<file path="src/rtl/regfile_pkg.sv">
// Shared sizing, state encoding and constants for the register-file write-port scheduler.
package regfile_pkg;

  localparam int NUM_REGS = 32;
  localparam int ADDR_W   = 5;
  localparam int DATA_W   = 32;

  typedef enum logic {
    ST_INIT = 1'b0,
    ST_RUN  = 1'b1
  } state_e;

  localparam logic [ADDR_W-1:0] REG_ZERO = '0;

endpackage

</file>
<file path="src/rtl/regfile_write_sched_if.sv">
// Writeback requesters, hold control and register-file write port bundled as one interface.
interface regfile_write_sched_if #(
  parameter int ADDR_W = regfile_pkg::ADDR_W,
  parameter int DATA_W = regfile_pkg::DATA_W
);
  logic              hold;
  logic              req0_valid;
  logic [ADDR_W-1:0] req0_addr;
  logic [DATA_W-1:0] req0_data;
  logic              req0_ready;
  logic              req1_valid;
  logic [ADDR_W-1:0] req1_addr;
  logic [DATA_W-1:0] req1_data;
  logic              req1_ready;
  logic              write_ena;
  logic [ADDR_W-1:0] address3;
  logic [DATA_W-1:0] write_data;
  logic              init_done;

  // Scheduler side.
  modport slave (
    input  hold,
    input  req0_valid, req0_addr, req0_data,
    input  req1_valid, req1_addr, req1_data,
    output req0_ready, req1_ready,
    output write_ena, address3, write_data, init_done
  );

  // Writeback stage / register-file side.
  modport master (
    output hold,
    output req0_valid, req0_addr, req0_data,
    output req1_valid, req1_addr, req1_data,
    input  req0_ready, req1_ready,
    input  write_ena, address3, write_data, init_done
  );
endinterface

</file>
<file path="src/rtl/rr_arb2.sv">
// Two-input round-robin arbiter; the pointer names the requester favoured on a tie.
module rr_arb2 (
  input  logic       clk,
  input  logic       rst,
  input  logic [1:0] valid,
  input  logic       enable,
  input  logic       advance,
  output logic [1:0] grant
);

  logic rr_ptr_q;
  logic rr_ptr_d;

  always_comb begin
    grant = 2'b00;
    if (enable) begin
      if (valid == 2'b11) begin
        grant = rr_ptr_q ? 2'b10 : 2'b01;
      end else begin
        grant = valid;
      end
    end
  end

  // After serving requester i the other one wins the next tie.
  always_comb begin
    rr_ptr_d = rr_ptr_q;
    if (advance) begin
      rr_ptr_d = ~grant[1];
    end
  end

  always_ff @(posedge clk or negedge rst) begin
    if (!rst) begin
      rr_ptr_q <= 1'b0;
    end else begin
      rr_ptr_q <= rr_ptr_d;
    end
  end

endmodule

</file>
<file path="src/rtl/regfile_write_sched.sv">
// Register-file write-port scheduler: clears every register after reset, then
// arbitrates ALU and load writebacks onto the single write port.
module regfile_write_sched
  import regfile_pkg::*;
#(
  parameter int                NUM_REGS     = regfile_pkg::NUM_REGS,
  parameter int                ADDR_W       = regfile_pkg::ADDR_W,
  parameter int                DATA_W       = regfile_pkg::DATA_W,
  parameter logic [DATA_W-1:0] INIT_VALUE   = '0,
  parameter bit                ZERO_PROTECT = 1'b1
) (
  input  logic                  clk,
  input  logic                  rst,
  regfile_write_sched_if.slave  bus
);

  localparam logic [ADDR_W-1:0] LAST_ADDR = ADDR_W'(NUM_REGS - 1);
  localparam logic [ADDR_W-1:0] ZERO_ADDR = ADDR_W'(REG_ZERO);

  state_e            state_q, state_d;
  logic [ADDR_W-1:0] sweep_cnt_q, sweep_cnt_d;
  logic              write_ena_q, write_ena_d;
  logic [ADDR_W-1:0] address3_q, address3_d;
  logic [DATA_W-1:0] write_data_q, write_data_d;
  logic              init_done_q, init_done_d;

  logic [1:0] valid;
  logic [1:0] grant;
  logic       arb_en;
  logic       advance;

  assign valid   = {bus.req1_valid, bus.req0_valid};
  assign arb_en  = (state_q == ST_RUN) && !bus.hold;
  assign advance = |(grant & valid);

  rr_arb2 u_arb (
    .clk     (clk),
    .rst     (rst),
    .valid   (valid),
    .enable  (arb_en),
    .advance (advance),
    .grant   (grant)
  );

  assign bus.req0_ready = grant[0];
  assign bus.req1_ready = grant[1];

  always_comb begin
    state_d      = state_q;
    sweep_cnt_d  = sweep_cnt_q;
    write_ena_d  = 1'b0;
    address3_d   = address3_q;
    write_data_d = write_data_q;
    init_done_d  = init_done_q;

    case (state_q)
      ST_INIT: begin
        write_ena_d  = 1'b1;
        address3_d   = sweep_cnt_q;
        write_data_d = INIT_VALUE;
        sweep_cnt_d  = sweep_cnt_q + 1'b1;
        if (sweep_cnt_q == LAST_ADDR) begin
          state_d     = ST_RUN;
          init_done_d = 1'b1;
        end
      end
      ST_RUN: begin
        // A write to r0 is still handshaken and latched, only the enable is dropped.
        if (grant[0]) begin
          address3_d   = bus.req0_addr;
          write_data_d = bus.req0_data;
          write_ena_d  = !(ZERO_PROTECT && (bus.req0_addr == ZERO_ADDR));
        end else if (grant[1]) begin
          address3_d   = bus.req1_addr;
          write_data_d = bus.req1_data;
          write_ena_d  = !(ZERO_PROTECT && (bus.req1_addr == ZERO_ADDR));
        end
      end
      default: begin
        state_d = ST_INIT;
      end
    endcase
  end

  always_ff @(posedge clk or negedge rst) begin
    if (!rst) begin
      state_q      <= ST_INIT;
      sweep_cnt_q  <= '0;
      write_ena_q  <= 1'b0;
      address3_q   <= '0;
      write_data_q <= '0;
      init_done_q  <= 1'b0;
    end else begin
      state_q      <= state_d;
      sweep_cnt_q  <= sweep_cnt_d;
      write_ena_q  <= write_ena_d;
      address3_q   <= address3_d;
      write_data_q <= write_data_d;
      init_done_q  <= init_done_d;
    end
  end

  assign bus.write_ena  = write_ena_q;
  assign bus.address3   = address3_q;
  assign bus.write_data = write_data_q;
  assign bus.init_done  = init_done_q;

endmodule

</file>
<file path="src/flat_wrapper.sv">
// flat-port wrapper written by rule: the top's interface ports become plain ports
module regfile_write_sched_flat import regfile_pkg::*;
#(
  parameter int                NUM_REGS     = regfile_pkg::NUM_REGS,
  parameter int                ADDR_W       = regfile_pkg::ADDR_W,
  parameter int                DATA_W       = regfile_pkg::DATA_W,
  parameter logic [DATA_W-1:0] INIT_VALUE   = '0,
  parameter bit                ZERO_PROTECT = 1'b1
)
  (clk, rst, bus_hold, bus_req0_valid, bus_req0_addr, bus_req0_data, bus_req1_valid, bus_req1_addr, bus_req1_data, bus_req0_ready, bus_req1_ready, bus_write_ena, bus_address3, bus_write_data, bus_init_done);
  regfile_write_sched_if #(.ADDR_W(ADDR_W), .DATA_W(DATA_W)) bus_i ();
  input  logic clk;
  input  logic rst;
  input wire logic [$bits(bus_i.hold)-1:0] bus_hold;
  input wire logic [$bits(bus_i.req0_valid)-1:0] bus_req0_valid;
  input wire logic [$bits(bus_i.req0_addr)-1:0] bus_req0_addr;
  input wire logic [$bits(bus_i.req0_data)-1:0] bus_req0_data;
  input wire logic [$bits(bus_i.req1_valid)-1:0] bus_req1_valid;
  input wire logic [$bits(bus_i.req1_addr)-1:0] bus_req1_addr;
  input wire logic [$bits(bus_i.req1_data)-1:0] bus_req1_data;
  output wire logic [$bits(bus_i.req0_ready)-1:0] bus_req0_ready;
  output wire logic [$bits(bus_i.req1_ready)-1:0] bus_req1_ready;
  output wire logic [$bits(bus_i.write_ena)-1:0] bus_write_ena;
  output wire logic [$bits(bus_i.address3)-1:0] bus_address3;
  output wire logic [$bits(bus_i.write_data)-1:0] bus_write_data;
  output wire logic [$bits(bus_i.init_done)-1:0] bus_init_done;
  assign bus_i.hold = bus_hold;
  assign bus_i.req0_valid = bus_req0_valid;
  assign bus_i.req0_addr = bus_req0_addr;
  assign bus_i.req0_data = bus_req0_data;
  assign bus_i.req1_valid = bus_req1_valid;
  assign bus_i.req1_addr = bus_req1_addr;
  assign bus_i.req1_data = bus_req1_data;
  assign bus_req0_ready = bus_i.req0_ready;
  assign bus_req1_ready = bus_i.req1_ready;
  assign bus_write_ena = bus_i.write_ena;
  assign bus_address3 = bus_i.address3;
  assign bus_write_data = bus_i.write_data;
  assign bus_init_done = bus_i.init_done;
  regfile_write_sched #(.NUM_REGS(NUM_REGS), .ADDR_W(ADDR_W), .DATA_W(DATA_W), .INIT_VALUE(INIT_VALUE), .ZERO_PROTECT(ZERO_PROTECT)) u_core (.clk(clk), .rst(rst), .bus(bus_i));
endmodule
</file>
<file path="config.mk">
export PLATFORM = sky130hd
export DESIGN_NAME = regfile_write_sched_flat
export DESIGN_NICKNAME = d
export VERILOG_FILES = /design/src/rtl/regfile_pkg.sv /design/src/rtl/regfile_write_sched_if.sv /design/src/rtl/rr_arb2.sv /design/src/rtl/regfile_write_sched.sv /design/src/flat_wrapper.sv
export SDC_FILE = /design/constraint.sdc
export NUM_CORES = 1
export LEC_CHECK = 0
export BUFFER_PORTS_ARGS = -buffer_cell sky130_fd_sc_hd__buf_2
export CORE_MARGIN = 10
export CORE_UTILIZATION = 45
export CTS_CLUSTER_SIZE = 14
export DETAILED_ROUTE_END_ITERATION = 12
export PLACE_DENSITY = 0.76
export SYNTH_ARGS = -nofsm -noshare
export SYNTH_HDL_FRONTEND = slang
export SYNTH_SLANG_ARGS = --single-unit
</file>
<file path="constraint.sdc">
create_clock -name clk -period 1.6 [get_ports clk]
set_input_delay 0.08 -clock clk [delete_from_list [all_inputs] [get_ports clk]]
set_output_delay 0.08 -clock clk [all_outputs]
set_load 0.005 [all_outputs]
</file>
==> Word-level counts from Yosys, hierarchy flattened <==
Cells that the tools add are included.
{ "classes": {"n_bitwise": 3, "addsub": 1, "muxes": 14, "reduce_logical": 8, "n_eq_ne": 3} }
{ "op_table": {"columns": ["operator", "n"], "rows": [
  ["two-way mux 32 bit", 2],
  ["case mux 32 bit (2 select lines)", 1],
  ["logical NOT 5 bit", 2],
  ["two-way mux 5 bit", 2],
  ["case mux 5 bit (2 select lines)", 1],
  ["two-way mux 2 bit", 3],
  ["adder 5 x 1 -> 5 bit (second input constant)", 1],
  ["equality test 5 bit (second input constant)", 1],
  ["two-way mux 1 bit", 4],
  ["logical NOT 1 bit", 3],
  ["!= test 3 bit (second input constant)", 1],
  ["bitwise AND 2 bit", 1],
  ["equality test 2 bit (second input constant)", 1],
  ["NOT 1 bit", 2],
  ["case mux 1 bit (2 select lines)", 1],
  ["AND reduction 2 bit", 1],
  ["OR reduction 2 bit", 1],
  ["logical AND 1 bit", 1]
]} }
{ "totals": {"in_bits": 79, "elab_cells": 36, "register_bits": 46, "output_inout_bits": 41} }

==> Longest topological paths before layout <==
Gate-level depths: netlist of run 1.
{ "logic_depth": {"ltp_word": 6, "mapped_depth": 5} }

==> By module <==
A second synthesis of run 1 with hierarchy kept.
{ "unflattened": {"cells_unflattened": 241, "area_unflattened_um2": 2643.8} }
{ "by_module_without_submodules": {"columns": ["mod", "area_per_inst_um2", "cells_per_inst", "instances"], "rows": [
  ["regfile_write_sched", 2577.5, 234, 1],
  ["rr_arb2", 66.3, 7, 1]
]} }

==> Worst setup path after synthesis of run 1 <==
No wires, ideal clock.
{ "synth_timing": {"path_type": "register to register", "start": "reg u_core.sweep_cnt_q[0]", "end": "reg u_core.sweep_cnt_q[4]", "path_stages_with_launch": 5, "path_buffers": 0, "setup_time_ns": 0.125, "required_time_ns": 1.475, "synth_period_minus_slack_ns": 1.395, "slack_ns": 0.205, "arrival_ns": 1.270, "path_cell_list": "dfrtp_1 -> ha_1 -> and3_1 -> ha_1 -> mux2_2"} }
{ "synth_via": {"elab_chain_cells": 1} }
{ "synth_rtl": {"columns": ["element", "line_no", "source"], "rows": [
  ["start: declaration", "regfile_write_sched.sv:21", "logic [ADDR_W-1:0] sweep_cnt_q, sweep_cnt_d;"],
  ["start signal: assignment", "regfile_write_sched.sv:95", "sweep_cnt_q <= sweep_cnt_d;"],
  ["adder 5 x 1 -> 5 bit", "regfile_write_sched.sv:61", "sweep_cnt_d = sweep_cnt_q + 1'b1;"]
]} }
Every way passes these cells.
A chain may end at the register's enable or synchronous reset.

==> Worst setup path in the final report of run 1 <==
Ends and elaborated chain as after synthesis.

==> reports/results.ini, run 1 <==
[floorplanning]
die_y_um = 90.92
die_area_um2 = 8266
pin_count = 120
rows = 25
start_util_pct = 47.29
die_w_um = 90.92
core_area_um2 = 4786

[power]
ir_worst_vdd_uv = 485.0
cellLeakagePower_nw = 1.633
p_per_area_nw_per_um2 = 888.8

[drt]
drt-initial-drc-count = 86
detail_route.wirelength.met1_um = 2912
met3WireLength_um = 572
wl_per_cell_um = 16.50
drc = 0
vias_per_cell = 5.228
routed-via-count = 2107
firstDrtPassIters = 4
ant_nets = 0
highest_layer = met4
wl_um = 6650
dr_wl_met2_um = 3115

[timing]
fin_crit_ns = 1.471
skew_ns = 0.006566
setup_tns_ns = 0
hold_ws_ns = 0.06180
fmax_mhz = 679.7
setup_viol = 0
finalMaxSlewViolations = 0
fin_crit_sh_pct = 91.95
slew_headroom_pct = 67.25
rsz0062_at_grt = false
tightest_slew_ns = 0.4913
hold_viol_final = 0

[setup_path]
cp-start-kind = flop
cp.arrival_ns = 1.65
setup.worst_path.class = reg -> reg
critical_path.most_common_cell = ha_1
worst-r2r-setup-slack_ns = 0.13
critical_path.max_fanout = 4
critical_path.slowest_cell = dfrtp_1
regToRegStartpoint = u_core.sweep_cnt_q[0]
crit_chain = ha_1 -> and3_1 -> ha_1 -> mux2_2
cp-end-kind = flop
critPathRequiredTime_ns = 1.77
rr_worst_depth = 4
timing.rr.end = u_core.sweep_cnt_q[4]
max_stage_delay_ns = 0.43

[grt]
grt_pass1_wl_um = 11410
antenna_found_initial = 0
grt_max_degree = 40
first_global_vias = 2395
track_usage_pct = 16.15
overflow = 0

[cts]
cts_tree = built
cts.sinks = 46
cts.clk_slew.worst_paths_ns = 0.08
root_buffer = clkbuf_8
clock_path_buffers = 2
cts_made_buffers = 5
htreeDepth = 2
cts_setup_buffers = 0
insertion_delay_ns = 0.29

[yosys]
yosysMostFrequentCell = dfrtp_1
yosysTopAreaCell = dfrtp_1
synth_commonest_cells = dfrtp_1 (46), mux2i_1 (33), nand3_1 (33)
synth.top_cell.area_share_pct = 50.86
synth_nets = 298
syn_area_um2 = 2263
synth_edf_count = 0
yosysUniqueCellTypes = 32
synthArstFlopShare_pct = 100.0
ys_ff_latch = 46
ys_warn_count = 0
synth_area_leaders = dfrtp_1 (51%), mux2i_1 (15%), nand3_1 (7.3%)
syn_avg_cell_area_um2 = 10.43
syn-instance-count = 217
ys_seq_area_share_pct = 50.86
synthFlopType = dfrtp_1

[min_path]
hold_end = u_core.bus.write_data[14]
min-delay-start = bus_req0_data[14]
holdPathStages = 3
worstHoldPathType = in -> reg

[placement]
io_buffers = 119
place_congestion = 0.7939
hpwlAfterDp_um = 5240

[run_status]
outcome = finished, final reports clean

[job]
cap_violations = 0

[cells_and_area]
n_antenna_cell = 0
drive_above_1_share_pct = 41.67
area_delta_synth_final_pct = 34.77
layout.nets = 417
fillers = 421

-- worst max-delay path: cells and delay by family, from the launching register on --
kind | cells | cell delay (ns)
multiplexers | 1 | 0.26
adder cells (fa/ha/maj) | 2 | 0.49
AND/OR/NAND/NOR | 1 | 0.19
flip-flops | 1 | 0.43
-- layout make-up --
cell class	instances	area, um^2	share of cell area (%)
clock buffers	6	72.57	2.379
multi-input cells	152	1020	33.43
well taps	67	83.83	2.748
inverters	3	11.26	0.3692
repair buffers	128	703.2	23.05
clock inverters	1	7.507	0.2461
flip-flops and latches	46	1152	37.78
-- registers in the layout (all words and copies together), names as in the netlist --
register               cells
u_core.bus.write_ena       1
u_core.bus.write_data     32
u_core.sweep_cnt_q         5
u_core.bus.address3        5
u_core.state_q             1
u_core.bus.init_done       1
u_core.u_arb.rr_ptr_q      1
-- cells in the final DEF, fill, tap and decap left out, types with 2 or more instances in the layout --
| master | Yosys | layout |
|---|---|---|
| a31oi_1 | 4 | 4 |
| buf_12 | 0 | 3 |
| buf_2 | 5 | 119 |
| buf_4 | 1 | 5 |
| clkbuf_8 | 0 | 5 |
| dfrtp_1 | 46 | 45 |
| ha_1 | 2 | 2 |
| inv_1 | 3 | 3 |
| mux2_2 | 2 | 2 |
| mux2i_1 | 33 | 33 |
| nand2_1 | 4 | 4 |
| nand2b_1 | 5 | 5 |
| nand3_1 | 33 | 33 |
| nand3b_1 | 5 | 5 |
| nor2_1 | 4 | 4 |
| nor3_1 | 4 | 4 |
| o21ai_0 | 26 | 26 |
| o21ai_1 | 10 | 10 |
| o22ai_1 | 4 | 4 |
| o31ai_1 | 2 | 2 |
| xnor2_1 | 3 | 3 |
-- stage by stage --
step | utilization, % | total power [mW] | instance area [um^2] | cells | worst slack [ns]
6_report | 63.74 | 2.711 | 3050 | 403 | 0.1288
5_1_grt | 63.74 | 2.873 | 3050 | 403 | 0.04776
4_1_cts | 63.71 | 2.739 | 3049 | 403 | 0.1159
3_5_place_dp | 61.83 | 2.072 | 2959 | 395 | 0.1276
3_3_place_gp | 61.83 | 2.051 | 2959 | 395 | 0.1853
2_1_floorplan | - | 1.711 | 2263 | 217 | 0.2054
-- how the worst max path moves through the flow --
stage	start	end	slack (ns)	cells past startpoint
after floorplan	u_core.sweep_cnt_q[0]	u_core.sweep_cnt_q[4]	0.21	4
after global placement	u_core.sweep_cnt_q[0]	u_core.sweep_cnt_q[4]	0.19	4
after detailed placement	u_core.sweep_cnt_q[0]	u_core.sweep_cnt_q[4]	0.13	4
after CTS	u_core.sweep_cnt_q[0]	u_core.sweep_cnt_q[4]	0.12	4
after global routing	u_core.state_q	bus_req1_ready	0.05	4
final	u_core.sweep_cnt_q[0]	u_core.sweep_cnt_q[4]	0.13	4
-- per-layer routing --
metal / up-vias / GRT usage, %
met4: 0 / 3.916
met3: 4 / 6.318
li1: 1026 / -
met5: - / 0
met1: 988 / 20.28
met2: 89 / 25.42
-- what timing repair did --
action	4_1_cts	5_1_grt
endpoints found under the setup margin	0	1
hold endpoints to repair	19	0
resized for setup	0	1
hold buffers	1	0
-- cell families (layout without fill, tap and decap cells) --
kind of cell / Yosys count / after routing / synth area share [%]
simple gates: 58 / 58 / 13.38
fa+ha+maj: 2 / 2 / 1.105
compound gates: 54 / 54 / 13.65
xor+xnor: 3 / 3 / 1.161
flops: 46 / 46 / 50.86
buf+inv: 19 / 138 / 4.256
mux: 35 / 35 / 15.59
-- power breakdown --
part	leakage (nW)	switching [mW]	internal, mW	total [mW]
clock network	0.0373	0.377	0.300	0.677
logic	1.03	0.316	0.337	0.652
registers	0.561	0.0788	1.30	1.38
Note: power is estimated with default switching activity, not from simulation.
==> inputs of run 2 (changes only) <==
--- a/config.mk
+++ b/config.mk
@@ -10,6 +10,7 @@
 export CORE_UTILIZATION = 45
 export CTS_CLUSTER_SIZE = 14
 export DETAILED_ROUTE_END_ITERATION = 12
+export GPL_TIMING_DRIVEN = 0
 export PLACE_DENSITY = 0.76
 export SYNTH_ARGS = -nofsm -noshare
 export SYNTH_HDL_FRONTEND = slang
==> run 2 against run 1 <==
Register-to-register slack about the same. Routed wire length is 3.5% higher. Critical path depth is the same. Maximum frequency down 2.8%. Critical endpoint is now bus_req0_ready. Utilization is 0.13 points lower. Combinational power increased by 0.6%. Sequential share of layout area is essentially flat. Final cell count rose by 2.2%. Worst setup slack worse by 0.042 ns. Sequential power about the same.
==> reports/results.ini, run 2 (synthesis results as in run 1) <==
[cells_and_area]
n_antenna_cell = 0
drive_above_1_share_pct = 40.29
final_cell_mix = buf_2 (124), dfrtp_1 (46), mux2i_1 (33), nand3_1 (33), o21ai_0 (26)
layout.nets = 425
largest_reg_flops = 32
postLayoutCellArea_um2 = 3044
final_common_cell = buf_2
area_delta_synth_final_pct = 34.49

[min_path]
hold_end = u_core.bus.write_data[17]
worstHoldPathType = in -> reg
min-delay-start = bus_req0_data[17]
holdPathStages = 3

[cts]
clock_path_buffers = 2
insertion_delay_ns = 0.29
cts_resized = 0
cts.clk_slew.worst_paths_ns = 0.09
cts_made_buffers = 5
cts.sinks = 46
cts_tree = built
htreeDepth = 2
root_buffer = clkbuf_8

[setup_path]
critical_path.max_fanout = 10
crit_start = u_core.u_arb.rr_ptr_q
timing.rr.end = u_core.sweep_cnt_q[4]
cp.arrival_ns = 1.43
cp-end-kind = output port
worst-r2r-setup-slack_ns = 0.13
regToRegStartpoint = u_core.sweep_cnt_q[0]
setup.worst_path.class = reg -> out
rr_worst_depth = 4
cp-start-kind = flop
critPathRequiredTime_ns = 1.52

[drt]
ant_nets = 0
highest_layer = met4
firstDrtPassIters = 4
met3WireLength_um = 645
detail_route.wirelength.met1_um = 2930
drc = 0
vias_per_cell = 5.112
routed-via-count = 2106
drt-initial-drc-count = 69
wl_per_cell_um = 16.70
wl_um = 6881
dr_wl_met2_um = 3237

[placement]
hpwlAfterDp_um = 5398
place_congestion = 0.8019
io_buffers = 119
dpl_cell_area_um2 = 2943

[timing]
fin_crit_ns = 1.513
fmax_mhz = 661.0
setup_viol = 0
fin_crit_sh_pct = 94.56
slew_headroom_pct = 32.13
hold_viol_final = 0
finalMaxSlewViolations = 0
rsz0062_at_grt = false
tightest_slew_ns = 1.018
skew_ns = 0.006008
setup_tns_ns = 0

[grt]
grt_pass1_wl_um = 11360
track_usage_pct = 16.56
overflow = 0
antenna_found_initial = 0
first_global_vias = 2345
grt_max_degree = 47

[floorplanning]
pin_count = 120
rows = 25
die_w_um = 90.92
die_area_um2 = 8266
core_area_um2 = 4786
start_util_pct = 47.29
die_y_um = 90.92

[power]
ir_worst_vdd_uv = 540.6
p_per_area_nw_per_um2 = 906.7
cellLeakagePower_nw = 1.635

[job]
cap_violations = 0

[run_status]
outcome = finished, final reports clean

==> run 2: changes by cell type in the layout (fill, tap and decap cells not counted), sizes merged <==
cell,delta
clkbuf,+9
clkinv,+1
clkinvlp,-1
==> run 2: layer usage <==
| layer | vias to the layer above | track usage, % |
|---|---|---|
| met5 | - | 0 |
| met4 | 0 | 4.047 |
| met3 | 8 | 7.814 |
| met2 | 94 | 26.07 |
| met1 | 963 | 19.99 |
| li1 | 1041 | - |
==> run 2: timing repair <==
| action | in CTS | in global routing |
|---|---|---|
| hold buffers | 1 | 0 |
| buffers inserted | 0 | 0 |
| hold endpoints to repair | 46 | 0 |
| setup endpoints to repair | 0 | 0 |
==> run 2: final cells by class <==
type / count / area [um^2]
Multi-Input combinational cell: 152 / 1016
Sequential cell: 46 / 1151
Buffer: 16 / 85.08
Clock buffer: 7 / 86.33
Tap cell: 67 / 83.83
Timing Repair Buffer: 120 / 605.6
Clock inverter: 1 / 5.005
Inverter: 3 / 11.26
Fill cell: 423 / 1742
==> run 2: through the flow <==
| stage | worst slack, ns | std cells | hold slack [ns] | utilization, % | power, mW |
|---|---|---|---|---|---|
| 2_1_floorplan | 0.2054 | 217 | -0.2156 | - | 1.711 |
| 3_3_place_gp | 0.1604 | 403 | 0.3137 | 61.49 | 2.049 |
| 3_5_place_dp | 0.1467 | 403 | 0.3113 | 61.49 | 2.070 |
| 4_1_cts | 0.07101 | 412 | 0.04156 | 63.61 | 2.801 |
| 5_1_grt | 0.01697 | 412 | 0.05229 | 63.61 | 2.944 |
| 6_report | 0.08708 | 412 | 0.04800 | 63.61 | 2.760 |
==> run 2: worst max path at each step <==
stage | end | slack (ns)
final | bus_req0_ready | 0.09
after global routing | bus_req0_ready | 0.02
after CTS | bus_req0_ready | 0.07
after detailed placement | u_core.sweep_cnt_q[4] | 0.15
after global placement | u_core.sweep_cnt_q[4] | 0.16
after floorplan | u_core.sweep_cnt_q[4] | 0.21
==> run 2: where the power goes <==
part	internal, mW	switching [mW]	total [mW]	leakage (nW)
Sequential	1.30	0.0744	1.38	0.561
Combinational	0.330	0.326	0.656	1.03
Clock	0.349	0.377	0.726	0.0482
Total	1.98	0.778	2.76	1.63
==> run 2: critical path, cell delays in order (launching register included) <==
cell     delay, ns
dfrtp_1       0.43
a21bo_2       0.26
buf_2         0.21
nor2_1        0.12
buf_2         0.12
==> inputs of run 3 (changes only) <==
--- a/config.mk
+++ b/config.mk
@@ -7,11 +7,12 @@
 export LEC_CHECK = 0
 export BUFFER_PORTS_ARGS = -buffer_cell sky130_fd_sc_hd__buf_2
 export CORE_MARGIN = 10
-export CORE_UTILIZATION = 45
+export CORE_UTILIZATION = 47
 export CTS_CLUSTER_SIZE = 14
 export DETAILED_ROUTE_END_ITERATION = 12
 export GPL_TIMING_DRIVEN = 0
 export PLACE_DENSITY = 0.76
 export SYNTH_ARGS = -nofsm -noshare
 export SYNTH_HDL_FRONTEND = slang
+export SYNTH_HIERARCHICAL = 1
 export SYNTH_SLANG_ARGS = --single-unit
==> run 3 against run 2 <==
Sequential power increased by 7%. Non-clock buffer count rose by 10. Worst setup slack got worse by 0.10 ns. The flow now finishes with violations (negative setup slack). Count of clock-buffer cells in the layout is 1 lower. Largest cell class is now multi-input combinational cells. Routed wire length increased by 12%.
==> reports/results.ini, run 3 <==
[setup_path]
cp-start-kind = flop
worst-r2r-setup-slack_ns = -0.01
critPathRequiredTime_ns = 1.77
setup.worst_path.class = reg -> reg
regToRegStartpoint = u_core/state_q
worst-path-buf-inv = 3
critical_path.max_fanout = 10
cp-end-kind = flop
rr_worst_depth = 8
critical_path.most_common_cell = buf_12
critical_path.slowest_cell = dfrtp_2
crit_start = u_core/state_q
max_stage_delay_ns = 0.42
timing.rr.end = u_core/bus.write_data[22]
cpLargestDelayFamily = flip-flops
crit_chain = inv_8 -> nor2_4 -> and3_4 -> buf_12 -> buf_12 -> mux2_4 -> nand2_2 -> a21oi_2
cp.arrival_ns = 1.78

[timing]
setup_slack_ns = -0.01303
fmax_mhz = 620.0
rsz0062_at_grt = true
fin_crit_sh_pct = 100.8
setup_tns_ns = -0.02862
finalMaxSlewViolations = 0
skew_ns = 0.006340
tightest_slew_ns = 1.026
setup_viol = 5
hold_viol_final = 0
slew_headroom_pct = 31.58
fin_crit_ns = 1.613

[drt]
drt-initial-drc-count = 45
ant_nets = 0
routed-via-count = 2246
vias_per_cell = 4.991
wl_per_cell_um = 17.09
firstDrtPassIters = 7
wl_um = 7692
drc = 0

[floorplanning]
pin_count = 120
die_area_um2 = 9025
die_y_um = 95
start_util_pct = 48.31
core_area_um2 = 5473
die_w_um = 95
rows = 27

[min_path]
hold_end = u_core/bus.write_data[28]
min-delay-start = bus_req0_data[28]
holdPathStages = 3
worstHoldPathType = in -> reg

[yosys]
synth_area_leaders = dfrtp_1 (44%), mux2_4 (18%), a21oi_2 (9.6%)
synth.top_cell.area_share_pct = 43.54
ys_ff_latch = 46
synth_edf_count = 0
synth_commonest_cells = nand2_1 (65), dfrtp_1 (46), mux2_4 (32)
yosysTopAreaCell = dfrtp_1
ys_seq_area_share_pct = 43.54
synthArstFlopShare_pct = 100.0
ys_warn_count = 6
synthFlopType = dfrtp_1
yosysMostFrequentCell = nand2_1
syn-instance-count = 241
syn_area_um2 = 2644
yosysUniqueCellTypes = 33
synth_nets = 322
syn_avg_cell_area_um2 = 10.97

[power]
total_power_mw = 3.494
cellLeakagePower_nw = 1.808
p_per_area_nw_per_um2 = 951.9
ir_worst_vdd_uv = 588.9

[placement]
io_buffers = 119
hpwlAfterDp_um = 5789
place_inst = 432
place_congestion = 0.8308
detailedPlace.worstSlack_ns = -0.3150
dpl_cell_area_um2 = 3428

[cts]
insertion_delay_ns = 0.30
clock_path_buffers = 2
cts_tree = built
root_buffer = clkbuf_8
cts_made_buffers = 5
cts.sinks = 46
htreeDepth = 2
cts.clk_slew.worst_paths_ns = 0.09

[cells_and_area]
final_common_cell = buf_2
layout.nets = 458
largest_reg_flops = 32
postLayoutCellArea_um2 = 3671
final_cell_mix = buf_2 (123), dfrtp_1 (45), nand2_1 (35), mux2_4 (32)
drive_above_1_share_pct = 68.25
area_delta_synth_final_pct = 38.85
fillers = 457
instances_no_fill = 450
n_antenna_cell = 0

[grt]
antenna_found_initial = 0
track_usage_pct = 16.61
grt_pass1_wl_um = 11950
overflow = 0
grt_max_degree = 47
first_global_vias = 2388

[job]
cap_violations = 0

[run_status]
outcome = finished, violations left
violations = negative setup slack

run 3: cells by family after synthesis:
group	Yosys count	share of synthesized area, %
adders and majority gates	2	0.9464
DFF	46	43.54
buffers and inverters	20	6.247
xor gates and xnor gates	3	0.9940
and+or+nand+nor	84	13.39
AOI/OAI and AO/OA	52	15.85
muxes	34	19.02
run 3: power by group:
part / switching [mW] / total (mW) / internal [mW]
Clock: 0.395 / 0.743 / 0.348
Sequential: 0.106 / 1.48 / 1.37
Combinational: 0.545 / 1.28 / 0.730
Total: 1.05 / 3.49 / 2.45
run 3: worst max-delay path by stage:
stage                                           end  slack [ns]  cells after the start
after floorplan            u_core/bus.write_data[0]       -0.07                      9
final                     u_core/bus.write_data[22]       -0.01                      8
after detailed placement  u_core/bus.write_data[29]       -0.32                      8
after global placement    u_core/bus.write_data[26]       -0.29                      8
after global routing         u_core/bus.address3[3]       -0.06                      8
after CTS                  u_core/bus.write_data[1]       -0.07                      9
run 3: area by class of cell:
cell class | count | area (um^2) | area share [%]
multi-input combinational | 175 | 1445 | 39.37
inverter | 3 | 18.77 | 0.5112
clock buffer | 6 | 82.58 | 2.249
buffer | 15 | 148.9 | 4.056
clock inverter | 2 | 12.51 | 0.3408
tap | 72 | 90.09 | 2.454
sequential | 46 | 1152 | 31.39
timing repair buffer | 131 | 720.7 | 19.63
run 3: worst register-to-register path, cell delays in order (launching register included):
cell and delay (ns):
dfrtp_2 0.42, inv_8 0.04, nor2_4 0.10, and3_4 0.21
buf_12 0.14, buf_12 0.15, mux2_4 0.31, nand2_2 0.06
a21oi_2 0.05
run 3: metal layers:
| metal | GRT usage, % | part of all wire (%) | vias up |
|---|---|---|---|
| met4 | 5.611 | 1.5 | 0 |
| li1 | - | - | 1098 |
| met1 | 20.21 | 40 | 1067 |
| met3 | 4.203 | 7.4 | 10 |
| met2 | 27.97 | 51 | 71 |
| met5 | 0 | 0 | - |
run 3: metrics by stage:
| step | hold WS (ns) | utilization [%] |
|---|---|---|
| after floorplan | -0.2156 | - |
| after global placement | 0.3246 | 62.64 |
| after detailed placement | 0.3244 | 62.64 |
| after CTS | 0.02117 | 66.74 |
| after global routing | 0.003405 | 67.08 |
| final | 0.02270 | 67.08 |
run 3: what timing repair did:
item / in CTS / in global routing
endpoints found under the setup margin: 40 / 36
resized for setup: 14 / 4
gates cloned: 1 / 0
pin swaps: 2 / 2
hold buffers: 1 / 0
endpoints found under the hold margin: 1 / 0
buffers inserted: 6 / 4
